$ cat src/rtl/conv_pkg.sv
// ---------------------------------------------------------------------------
// conv_pkg
// Shared definitions for the convolution column sequencer:
//   - sequencer state encoding
//   - default image geometry and pixel width
//   - number of engine column buffers (window of 3 plus one being refilled)
// ---------------------------------------------------------------------------
package conv_pkg;

  localparam int IMG_HEIGHT_DEF = 480;
  localparam int IMG_WIDTH_DEF  = 640;
  localparam int IMG_NB         = 8;   // pixel bit width inside the engine
  localparam int NUM_COL_BUF    = 4;

  typedef enum logic [2:0] {
    ST_IDLE  = 3'd0,
    ST_PRIME = 3'd1,
    ST_CONV  = 3'd2,
    ST_FETCH = 3'd3,
    ST_DONE  = 3'd4
  } state_t;

endpackage

$ cat src/rtl/conv_win_rotator.sv
// ---------------------------------------------------------------------------
// conv_win_rotator
// Mod-4 pointer into the engine column buffers. o_base is the leftmost buffer
// of the current 3-column window; o_fetch_sel is the one buffer outside the
// window, i.e. where the next incoming column is written.
//
// Ports
//   clk100      : clock, rising edge
//   in_reset    : synchronous active-high reset
//   i_clear     : return the window to buffer 0 (frame boundary)
//   i_advance   : slide the window one buffer to the right
//   o_base      : leftmost window buffer index
//   o_fetch_sel : buffer index to refill, (o_base + 3) mod 4
// ---------------------------------------------------------------------------
module conv_win_rotator
  import conv_pkg::*;
(
  input  logic       clk100,
  input  logic       in_reset,
  input  logic       i_clear,
  input  logic       i_advance,
  output logic [1:0] o_base,
  output logic [1:0] o_fetch_sel
);

  logic [1:0] r_base;

  // Two-bit arithmetic wraps naturally, giving mod-4 behaviour for free.
  always_ff @(posedge clk100) begin
    if (in_reset) begin
      r_base <= 2'd0;
    end else if (i_clear) begin
      r_base <= 2'd0;
    end else if (i_advance) begin
      r_base <= r_base + 2'd1;
    end
  end

  assign o_base      = r_base;
  assign o_fetch_sel = r_base + 2'(NUM_COL_BUF - 1);

endmodule

$ cat src/rtl/conv_column_sequencer.sv
// ---------------------------------------------------------------------------
// conv_column_sequencer
// Feeds columns into a 4-buffer 3x3 convolution engine and steps the engine
// down each column. Three columns are primed, then for every output column
// the engine runs IMG_HEIGHT rows before one new column is fetched into the
// free buffer and the window slides right.
//
// Ports
//   clk100       : clock, rising edge
//   in_reset     : synchronous active-high reset (priority over everything)
//   i_start      : frame-start pulse, honoured only when idle
//   i_col_valid  : column source has a full column
//   o_col_ready  : sequencer will accept a column (PRIME/FETCH)
//   o_col_load   : column buffer write strobe (valid & ready)
//   o_col_sel    : column buffer being written
//   o_win_base   : leftmost buffer of the active 3-column window
//   i_out_ready  : downstream accepts a pixel
//   o_conv_en    : engine computes row o_row this cycle
//   o_row        : current output row
//   o_out_col    : current output column, 0..IMG_WIDTH-3
//   o_busy       : not idle
//   o_frame_done : one-cycle end-of-frame pulse
//
// state    | meaning
// ---------+--------------------------------------------------------------
// ST_IDLE  | waiting for i_start
// ST_PRIME | loading the first three columns into buffers 0,1,2
// ST_CONV  | stepping rows of the current window while i_out_ready
// ST_FETCH | loading the next column into the free buffer
// ST_DONE  | end-of-frame pulse, back to idle
// ---------------------------------------------------------------------------
module conv_column_sequencer
  import conv_pkg::*;
#(
  parameter int IMG_HEIGHT = IMG_HEIGHT_DEF,
  parameter int IMG_WIDTH  = IMG_WIDTH_DEF
) (
  input  logic                          clk100,
  input  logic                          in_reset,
  input  logic                          i_start,
  input  logic                          i_col_valid,
  output logic                          o_col_ready,
  output logic                          o_col_load,
  output logic [1:0]                    o_col_sel,
  output logic [1:0]                    o_win_base,
  input  logic                          i_out_ready,
  output logic                          o_conv_en,
  output logic [$clog2(IMG_HEIGHT)-1:0] o_row,
  output logic [$clog2(IMG_WIDTH)-1:0]  o_out_col,
  output logic                          o_busy,
  output logic                          o_frame_done
);

  localparam int ROW_W = $clog2(IMG_HEIGHT);
  localparam int COL_W = $clog2(IMG_WIDTH);
  localparam logic [ROW_W-1:0] ROW_LAST = ROW_W'(IMG_HEIGHT - 1);
  localparam logic [COL_W-1:0] COL_LAST = COL_W'(IMG_WIDTH - 3);

  state_t            r_state;
  state_t            w_state_nxt;
  logic [1:0]        r_prime_cnt;
  logic [ROW_W-1:0]  r_row;
  logic [COL_W-1:0]  r_col;

  logic              w_xfer;
  logic              w_clr_all;
  logic              w_prime_inc;
  logic              w_row_inc;
  logic              w_row_clr;
  logic              w_col_adv;
  logic [1:0]        w_base;
  logic [1:0]        w_fetch_sel;

  assign o_col_ready = (r_state == ST_PRIME) || (r_state == ST_FETCH);
  assign w_xfer      = i_col_valid & o_col_ready;
  assign o_col_load  = w_xfer;
  assign o_busy      = (r_state != ST_IDLE);

  always_ff @(posedge clk100) begin
    if (in_reset) begin
      r_state <= ST_IDLE;
    end else begin
      r_state <= w_state_nxt;
    end
  end

  always_comb begin
    w_state_nxt  = r_state;
    o_col_sel    = 2'd0;
    o_conv_en    = 1'b0;
    o_frame_done = 1'b0;
    w_clr_all    = 1'b0;
    w_prime_inc  = 1'b0;
    w_row_inc    = 1'b0;
    w_row_clr    = 1'b0;
    w_col_adv    = 1'b0;
    case (r_state)
      ST_IDLE: begin
        if (i_start) begin
          w_state_nxt = ST_PRIME;
          w_clr_all   = 1'b1;
        end
      end
      ST_PRIME: begin
        o_col_sel = r_prime_cnt;
        if (w_xfer) begin
          w_prime_inc = 1'b1;
          if (r_prime_cnt == 2'd2) begin
            w_state_nxt = ST_CONV;
          end
        end
      end
      ST_CONV: begin
        o_conv_en = i_out_ready;
        if (i_out_ready) begin
          if (r_row == ROW_LAST) begin
            w_row_clr   = 1'b1;
            w_state_nxt = (r_col == COL_LAST) ? ST_DONE : ST_FETCH;
          end else begin
            w_row_inc = 1'b1;
          end
        end
      end
      ST_FETCH: begin
        o_col_sel = w_fetch_sel;
        if (w_xfer) begin
          w_col_adv   = 1'b1;
          w_state_nxt = ST_CONV;
        end
      end
      ST_DONE: begin
        o_frame_done = 1'b1;
        w_clr_all    = 1'b1;
        w_state_nxt  = ST_IDLE;
      end
      default: begin
        w_state_nxt = ST_IDLE;
      end
    endcase
  end

  // Prime count only matters for three transfers; it returns to 0 after the
  // third so it is already clear for the next frame.
  always_ff @(posedge clk100) begin
    if (in_reset) begin
      r_prime_cnt <= 2'd0;
      r_row       <= '0;
      r_col       <= '0;
    end else if (w_clr_all) begin
      r_prime_cnt <= 2'd0;
      r_row       <= '0;
      r_col       <= '0;
    end else begin
      if (w_prime_inc) begin
        r_prime_cnt <= (r_prime_cnt == 2'd2) ? 2'd0 : r_prime_cnt + 2'd1;
      end
      if (w_row_clr) begin
        r_row <= '0;
      end else if (w_row_inc) begin
        r_row <= r_row + 1'b1;
      end
      if (w_col_adv) begin
        r_col <= r_col + 1'b1;
      end
    end
  end

  conv_win_rotator u_rotator (
    .clk100      (clk100),
    .in_reset    (in_reset),
    .i_clear     (w_clr_all),
    .i_advance   (w_col_adv),
    .o_base      (w_base),
    .o_fetch_sel (w_fetch_sel)
  );

  assign o_win_base = w_base;
  assign o_row      = r_row;
  assign o_out_col  = r_col;

endmodule
$ cat config.mk
export PLATFORM = sky130hd
export DESIGN_NAME = conv_column_sequencer
export DESIGN_NICKNAME = d
export VERILOG_FILES = /design/src/rtl/conv_pkg.sv /design/src/rtl/conv_win_rotator.sv /design/src/rtl/conv_column_sequencer.sv
export SDC_FILE = /design/constraint.sdc
export NUM_CORES = 1
export LEC_CHECK = 0
export ABC_AREA = 1
export CAP_MARGIN = 20
export CORE_MARGIN = 2
export CORE_UTILIZATION = 49
export CTS_BUF_LIST = sky130_fd_sc_hd__clkbuf_8 sky130_fd_sc_hd__clkbuf_16
export CTS_CLUSTER_DIAMETER = 60
export DETAILED_ROUTE_END_ITERATION = 10
export PLACE_DENSITY = 0.86
export SLEW_MARGIN = 40
export SYNTH_ARGS = -nofsm -noshare
export SYNTH_HDL_FRONTEND = slang
export SYNTH_SLANG_ARGS = --single-unit
$ cat constraint.sdc
create_clock -name clk100 -period 1.7 [get_ports clk100]
set_input_delay 0.34 -clock clk100 [delete_from_list [all_inputs] [get_ports clk100]]
set_output_delay 0.34 -clock clk100 [all_outputs]
set_load 0.01 [all_outputs]
==> results.md, run 1 <==
* Status: completed
* R2R Setup Slk at 160 ps
* Max cap viols at 0
* Crit-path cells: buf_4 > clkdlybuf4s50_1
* Die Wd at 57.8 um
* CP Data Arrival Time at 1310 ps
* Placer Congestion at 0.883
* Worst slew pin tran at 265 ps
* Total CTS buffers at 3
* PortBufs at 32
* Drt total wl at 3290 um
* Crit start category: flop
* Clock transition at the registers of the reported paths at 90 ps
* Min-delay src: o_row[1]
* Overall Power at 1.77 mW
* Vias in the first global route at 1,287
* First-pass GRT wire length at 5580 um
* Area occupied by multi-input gates at 787 um2
* Post-DP HPWL at 2420 um
* Ant diodes at 0
* Vias at 1,495
* Setup CP Type: reg2out
* # placed instances at 286
* RSZ-0062 raised after global routing: no
* Post-route ant nets at 0
* Post-route DRC at 0
* Hold buffers post-CTS at 0
* R2r endpoint: o_row[5]
* Tcrit/Tclk final at 0.970
* Synth Net Count at 221
* Worst endpoint required time at 1360 ps
* Fillers at 231
* Register Area at 529 um2
* Reg2Reg Depth at 9
* Sink Count at 26
* Hold_ws at 507 ps
* Share of cells above drive strength 1 at 0.131
* Commonest non-fill, non-tap cells in the layout: 46 x nand2_1, 31 x inv_1, 27 x nor2_1
* CP Capture Point: o_win_base[0]
* Initial antenna violation count at 0
* Final net count at 268
* Crit path from: u_rotator.o_base[0]
* Syn Inst Count at 213
* Crit path time final at 1650 ps
* Max Slew Vio Count at 0
* Layout Cells excl Fill at 290
* Fin area at 1950 um2
* Pwr dens at 909 nW/um2
* Maximum vdd drop at 1060 uV
* Row cnt at 19
* Most common cell after layout, fill and taps aside: nand2_1
* GRT overflow at 0
* DIE AREA at 3340 um2
* Pin count of the biggest net entering global routing at 16
* Max_slew headroom at 0.823
* R2R Path Start: o_row[1]
* Crit-path max FO at 4
* Worst hold-check path type: reg2reg
* CTS tree: yes
* Synthesis-stage register bit count at 26
* Pre-CTS setup slack at -190 ps
* Leakage at 0.766 nW
* Drt first pass iters at 4
* GRT Util Overall at 0.211
* Die Y at 57.8 um
* I/O pins at 33
* DR iter-0 viols at 70
* Mapped Avg Cell Area at 6.67 um2
* Setup slack after layout at 50.8 ps
* Via density at 5.16
* Core area at 2760 um2
* Dominant cells by area after synthesis: dfxtp_1 37%, nand2_1 12%, inv_1 8.5%, nor2_1 7.7%, a21oi_1 7.4%
* Post-synthesis sequential area ratio at 0.367
* Placed inst area at 1860 um2
* Clk buf depth at 2
* Critical Path Max Stage Delay at 530 ps
* Critical Path End Type: output pin
* Yosys warnings at 0
* # H-tree levels at 1
* Hold Violations, Final at 0
* Cell area after synthesis at 1420 um2
* P&R area growth vs syn at 37.1%
* Wirelength per Cell at 11.4 um
* Slowest-stage cell, CP: clkdlybuf4s50_1
* Area share of the largest cell type after synthesis at 0.367
* Fmax achieved at 0.606 GHz
* Post-synth top area cell: dfxtp_1
* Worst-case clock skew at 10.5 ps
* Yosys cell types at 26
* Clock latency on the worst-skew pair at 280 ps
* Setup-failing EPs final at 0
* Initial core utilization at 0.515
* CTS Root Cell: clkbuf_8
==> worst min path at each step <==
stage / cells after the start / end
finish: 2 / o_row[1]
global route: 2 / o_row[1]
floorplan: 2 / r_prime_cnt[1]
CTS: 1 / o_out_col[3]
global placement: 1 / o_out_col[3]
detailed placement: 1 / o_out_col[3]
==> Yosys cell counts (all sizes together) <==
master,count
a211oi,2
a21oi,23
and3,1
buf,1
dfxtp,26
ha,3
inv,34
nand2,47
nand3,19
nand3b,1
nand4,2
nor2,32
nor3,3
o21a,1
o21ai,11
o22ai,1
or2,1
xnor2,2
xor2,3
==> registers in the layout, indices dropped and copies added (netlist names) <==
signal	cells
r_state	3
u_rotator.o_base	2
o_out_col	10
o_row	9
r_prime_cnt	2
==> logic make-up after synthesis <==
| kind of cell | count (synthesis) | share of synthesized area |
|---|---|---|
| simple gates | 106 | 0.332 |
| compound gates | 38 | 0.151 |
| buf+inv | 35 | 0.0934 |
| flops | 26 | 0.367 |
| xor+xnor | 5 | 0.0308 |
| fa+ha+maj | 3 | 0.0264 |
==> layer usage <==
layer  share of wire  GRT usage  up-vias  wire (um)
li1                -          -      773          -
met1            0.46      0.261      684       1510
met2            0.49      0.375       34       1610
met3           0.046     0.0469        4        150
met4          0.0073     0.0465        0         24
met5               0          0        -          0
==> worst max-delay path, delay by kind of cell, from the launching register on <==
kind	cells	cell delay [ps]
buf+inv	2	670
flops	1	370
==> power breakdown <==
part	internal (mW)	leakage [nW]	switching, mW
Combinational	0.226	0.518	0.313
Sequential	0.655	0.212	0.0498
Clock	0.316	0.0357	0.211
==> through the flow <==
step / utilization / TNS, ps
finish: 0.706 / 0
global route: 0.706 / 0
CTS: 0.703 / 0
detailed placement: 0.673 / -529
global placement: 0.673 / -301
floorplan: - / 0
==> cell type report <==
cell class                 count  area share
clock buffer                   3      0.0212
clock inverter                 1      0.0154
inverter                      34      0.0656
multi-input combinational    152       0.404
sequential                    26       0.272
tap                           31      0.0199
timing repair buffer          43       0.202
==> timing repair <==
| item | 4_1_cts | 5_1_grt |
|---|---|---|
| buffers inserted | 0 | 0 |
| setup endpoints to repair | 7 | 9 |
| gates resized for setup | 15 | 7 |
(Power assumes the default switching activity.)
==> run 2, diff against run 1 <==
--- a/config.mk
+++ b/config.mk
@@ -8,12 +8,15 @@
 export ABC_AREA = 1
 export CAP_MARGIN = 20
 export CORE_MARGIN = 2
-export CORE_UTILIZATION = 49
+export CORE_UTILIZATION = 50
 export CTS_BUF_LIST = sky130_fd_sc_hd__clkbuf_8 sky130_fd_sc_hd__clkbuf_16
 export CTS_CLUSTER_DIAMETER = 60
 export DETAILED_ROUTE_END_ITERATION = 10
+export GPL_TIMING_DRIVEN = 0
 export PLACE_DENSITY = 0.86
+export SETUP_SLACK_MARGIN = 0.5
 export SLEW_MARGIN = 40
 export SYNTH_ARGS = -nofsm -noshare
 export SYNTH_HDL_FRONTEND = slang
+export SYNTH_HIERARCHICAL = 1
 export SYNTH_SLANG_ARGS = --single-unit
==> results.md, run 2 <==
* Status: completed (unchanged)
* Die Y at 58.5 um (was 57.8 um)
* Top layer in use: met4 (unchanged)
* Setup slack after layout at 153 ps (was 50.8 ps)
* EDFF count, synth at 0 (unchanged)
* Dominant cells by area after synthesis: dfxtp_1 35%, nand2_1 15%, nor2_1 7.1%, a21oi_1 6.4%, inv_1 4.5% (was dfxtp_1 37%, nand2_1 12%, inv_1 8.5%, nor2_1 7.7%, a21oi_1 7.4%)
* Tcrit/Tclk final at 0.910 (was 0.970)
* Worst slew pin tran at 455 ps (was 265 ps)
* Most common cell after layout, fill and taps aside: nand2_1 (unchanged)
* Sink Count at 26 (unchanged)
* Maximum vdd drop at 1150 uV (was 1060 uV)
* Yosys warnings at 6 (was 0)
* Setup-failing EPs final at 0 (unchanged)
* Area share of the largest cell type after synthesis at 0.350 (was 0.367)
* Drt total wl at 6120 um (was 3290 um)
* Via density at 6.10 (was 5.16)
* Crit-path max FO at 6 (was 4)
* Setup CP Type: reg2out (unchanged)
* Max Slew Vio Count at 0 (unchanged)
* Synthesis-stage register bit count at 26 (unchanged)
* Wirelength per Cell at 18.9 um (was 11.4 um)
* Placer Congestion at 0.853 (was 0.883)
* # H-tree levels at 1 (unchanged)
* Asr flop ratio synth at 0 (unchanged)
* Worst hold-check path type: reg2reg (unchanged)
* GRT Util Overall at 0.287 (was 0.211)
* First-pass GRT wire length at 7650 um (was 5580 um)
* Psw at 0.969 mW (was 0.574 mW)
* Post-route ant nets at 0 (unchanged)
* Max cap viols at 0 (unchanged)
* Drt first pass iters at 5 (was 4)
* Final Core Density at 0.910 (was 0.706)
* Row cnt at 19 (unchanged)
* Flop pwr share at 0.317 (was 0.398)
* DR WL met3 at 575 um (was 150 um)
* Crit start category: flop (unchanged)
* I/O pins at 33 (unchanged)
* Post-DP HPWL at 2370 um (was 2420 um)
* Crit path time final at 1550 ps (was 1650 ps)
* Final net count at 301 (was 268)
* Mapped Avg Cell Area at 6.98 um2 (was 6.67 um2)
* Hold buffers post-CTS at 0 (unchanged)
* Cell area after synthesis at 1490 um2 (was 1420 um2)
* Post-route DRC at 0 (unchanged)
* Clock latency on the worst-skew pair at 290 ps (was 280 ps)
* CTS tree: yes (unchanged)
* Largest register FFs at 10 (unchanged)
* Fillers at 126 (was 231)
* Leading cell types by count after synthesis: 61 x nand2_1, 28 x nor2_1, 26 x dfxtp_1, 19 x a21oi_1, 18 x inv_1 (was 46 x nand2_1, 32 x inv_1, 29 x nor2_1, 26 x dfxtp_1, 21 x a21oi_1)
* Yosys cell types at 31 (was 26)
* RSZ-0062 raised after global routing: yes (was no)
* Leakage at 1.08 nW (was 0.766 nW)
* Die Wd at 58.5 um (was 57.8 um)
* WL met1 at 2440 um (was 1510 um)
* Overall Power at 2.29 mW (was 1.77 mW)
* Critical Path End Type: output pin (unchanged)
* Synth Net Count at 221 (unchanged)
* Total CTS buffers at 3 (unchanged)
* Clock transition at the registers of the reported paths at 100 ps (was 90 ps)
* Vias in the first global route at 1,679 (was 1,287)
* Hold Violations, Final at 0 (unchanged)
* Clk buf depth at 2 (unchanged)
* Sw Ratio at 0.423 (was 0.324)
* Most common cell in the synthesized netlist: nand2_1 (unchanged)
* Syn Inst Count at 213 (unchanged)
* GRT overflow at 0 (unchanged)
* Core area at 2780 um2 (was 2760 um2)
* Gate power share at 0.514 (was 0.304)
* Clk pwr share at 0.168 (was 0.298)
* DR iter-0 viols at 176 (was 70)
* Ys flop type: dfxtp_1 (unchanged)
* Vias at 1,969 (was 1,495)
* Pwr dens at 905 nW/um2 (was 909 nW/um2)
* Post-synth top area cell: dfxtp_1 (unchanged)
* Pint at 1.32 mW (was 1.20 mW)
* WL met2 at 2790 um (was 1610 um)
* Share of cells above drive strength 1 at 0.568 (was 0.131)
* CP Data Arrival Time at 1210 ps (was 1310 ps)
* Initial core utilization at 0.535 (was 0.515)
* Initial antenna violation count at 0 (unchanged)
* P&R area growth vs syn at 70.1% (was 37.1%)
* CTS Root Cell: clkbuf_8 (unchanged)
* Pre-CTS setup slack at -309 ps (was -190 ps)
* Worst endpoint required time at 1360 ps (about the same)
* Post-synthesis sequential area ratio at 0.350 (was 0.367)
* Pin count of the biggest net entering global routing at 15 (was 16)
* Commonest non-fill, non-tap cells in the layout: 49 x nand2_1, 26 x buf_4, 22 x nor2_1 (was 46 x nand2_1, 31 x inv_1, 27 x nor2_1)
* Fmax achieved at 0.646 GHz (was 0.606 GHz)
* PortBufs at 32 (unchanged)
* DIE AREA at 3430 um2 (was 3340 um2)
* Ant diodes at 0 (unchanged)
* Worst-case clock skew at 10.8 ps (was 10.5 ps)
* Max_slew headroom at 0.696 (was 0.823)
-- run 2: final cells by class --
cell class | count | area [um2] | area share
Timing Repair Buffer | 73 | 614 | 0.243
Timing Repair inverter | 2 | 17.5 | 0.00692
Tap cell | 31 | 38.8 | 0.0153
Clock buffer | 3 | 41.3 | 0.0163
Clock inverter | 1 | 3.75 | 0.00148
Inverter | 24 | 128 | 0.0504
Sequential cell | 26 | 581 | 0.229
Multi-Input combinational cell | 163 | 1110 | 0.437
-- run 2: path summary, 6_finish.rpt --
kind         slack, ps  cells after the start       start           end
max                150                      6  r_state[2]  o_col_sel[0]
min                510                      2    o_row[4]      o_row[4]
max reg2reg        170                      9  r_state[2]  o_out_col[4]
min reg2reg        510                      2    o_row[4]      o_row[4]
-- run 2: routing by layer --
| metal | track usage | up-vias |
|---|---|---|
| li1 | - | 856 |
| met1 | 0.366 | 926 |
| met2 | 0.499 | 151 |
| met3 | 0.0264 | 36 |
| met4 | 0.113 | 0 |
| met5 | 0 | - |
-- run 2: logic make-up (layout without fill, tap and decap cells) --
kind of cell | after synthesis | in the layout | synth area share
fa+ha+maj | 3 | 3 | 0.0252
xor+xnor | 6 | 6 | 0.0353
simple gates | 122 | 122 | 0.405
flops | 26 | 26 | 0.350
compound gates | 32 | 32 | 0.121
buf+inv | 24 | 103 | 0.0639
-- run 2: what timing repair did --
action                                  in CTS  in global routing
buffers inserted                            32                  9
endpoints found under the setup margin      53                 44
pin swaps                                   13                 13
cloned                                       1                  1
gates resized for setup                    162                 59
-- run 2: metrics by stage --
step / std cells / area, um2 / setup TNS [ps] / hold slack, ps
after global routing: 323 / 2530 / 0 / 514
after floorplan: 213 / 1560 / 0 / 402
after CTS: 313 / 2330 / 0 / 487
after global placement: 276 / 1920 / -568 / 482
after detailed placement: 276 / 1920 / -634 / 493
final: 323 / 2530 / 0 / 511
-- run 2: worst max-delay path, cell delays in order (launching register included) --
cell and delay [ps]:
dfxtp_4 380, inv_8 80, nand2_4 60, nor2_4 110
nand2_1 70, o21ai_1 70, buf_2 140
-- run 2: power by group through the flow --
| stage | registers (mW) | logic, mW | clock network [mW] |
|---|---|---|---|
| 2_1_floorplan | 0.714 | 0.451 | 0 |
| 3_3_place_gp | 0.720 | 0.633 | 0 |
| 3_5_place_dp | 0.722 | 0.641 | 0 |
| 4_1_cts | 0.714 | 0.867 | 0.363 |
| 5_1_grt | 0.729 | 1.23 | 0.407 |
| 6_report | 0.727 | 1.18 | 0.386 |
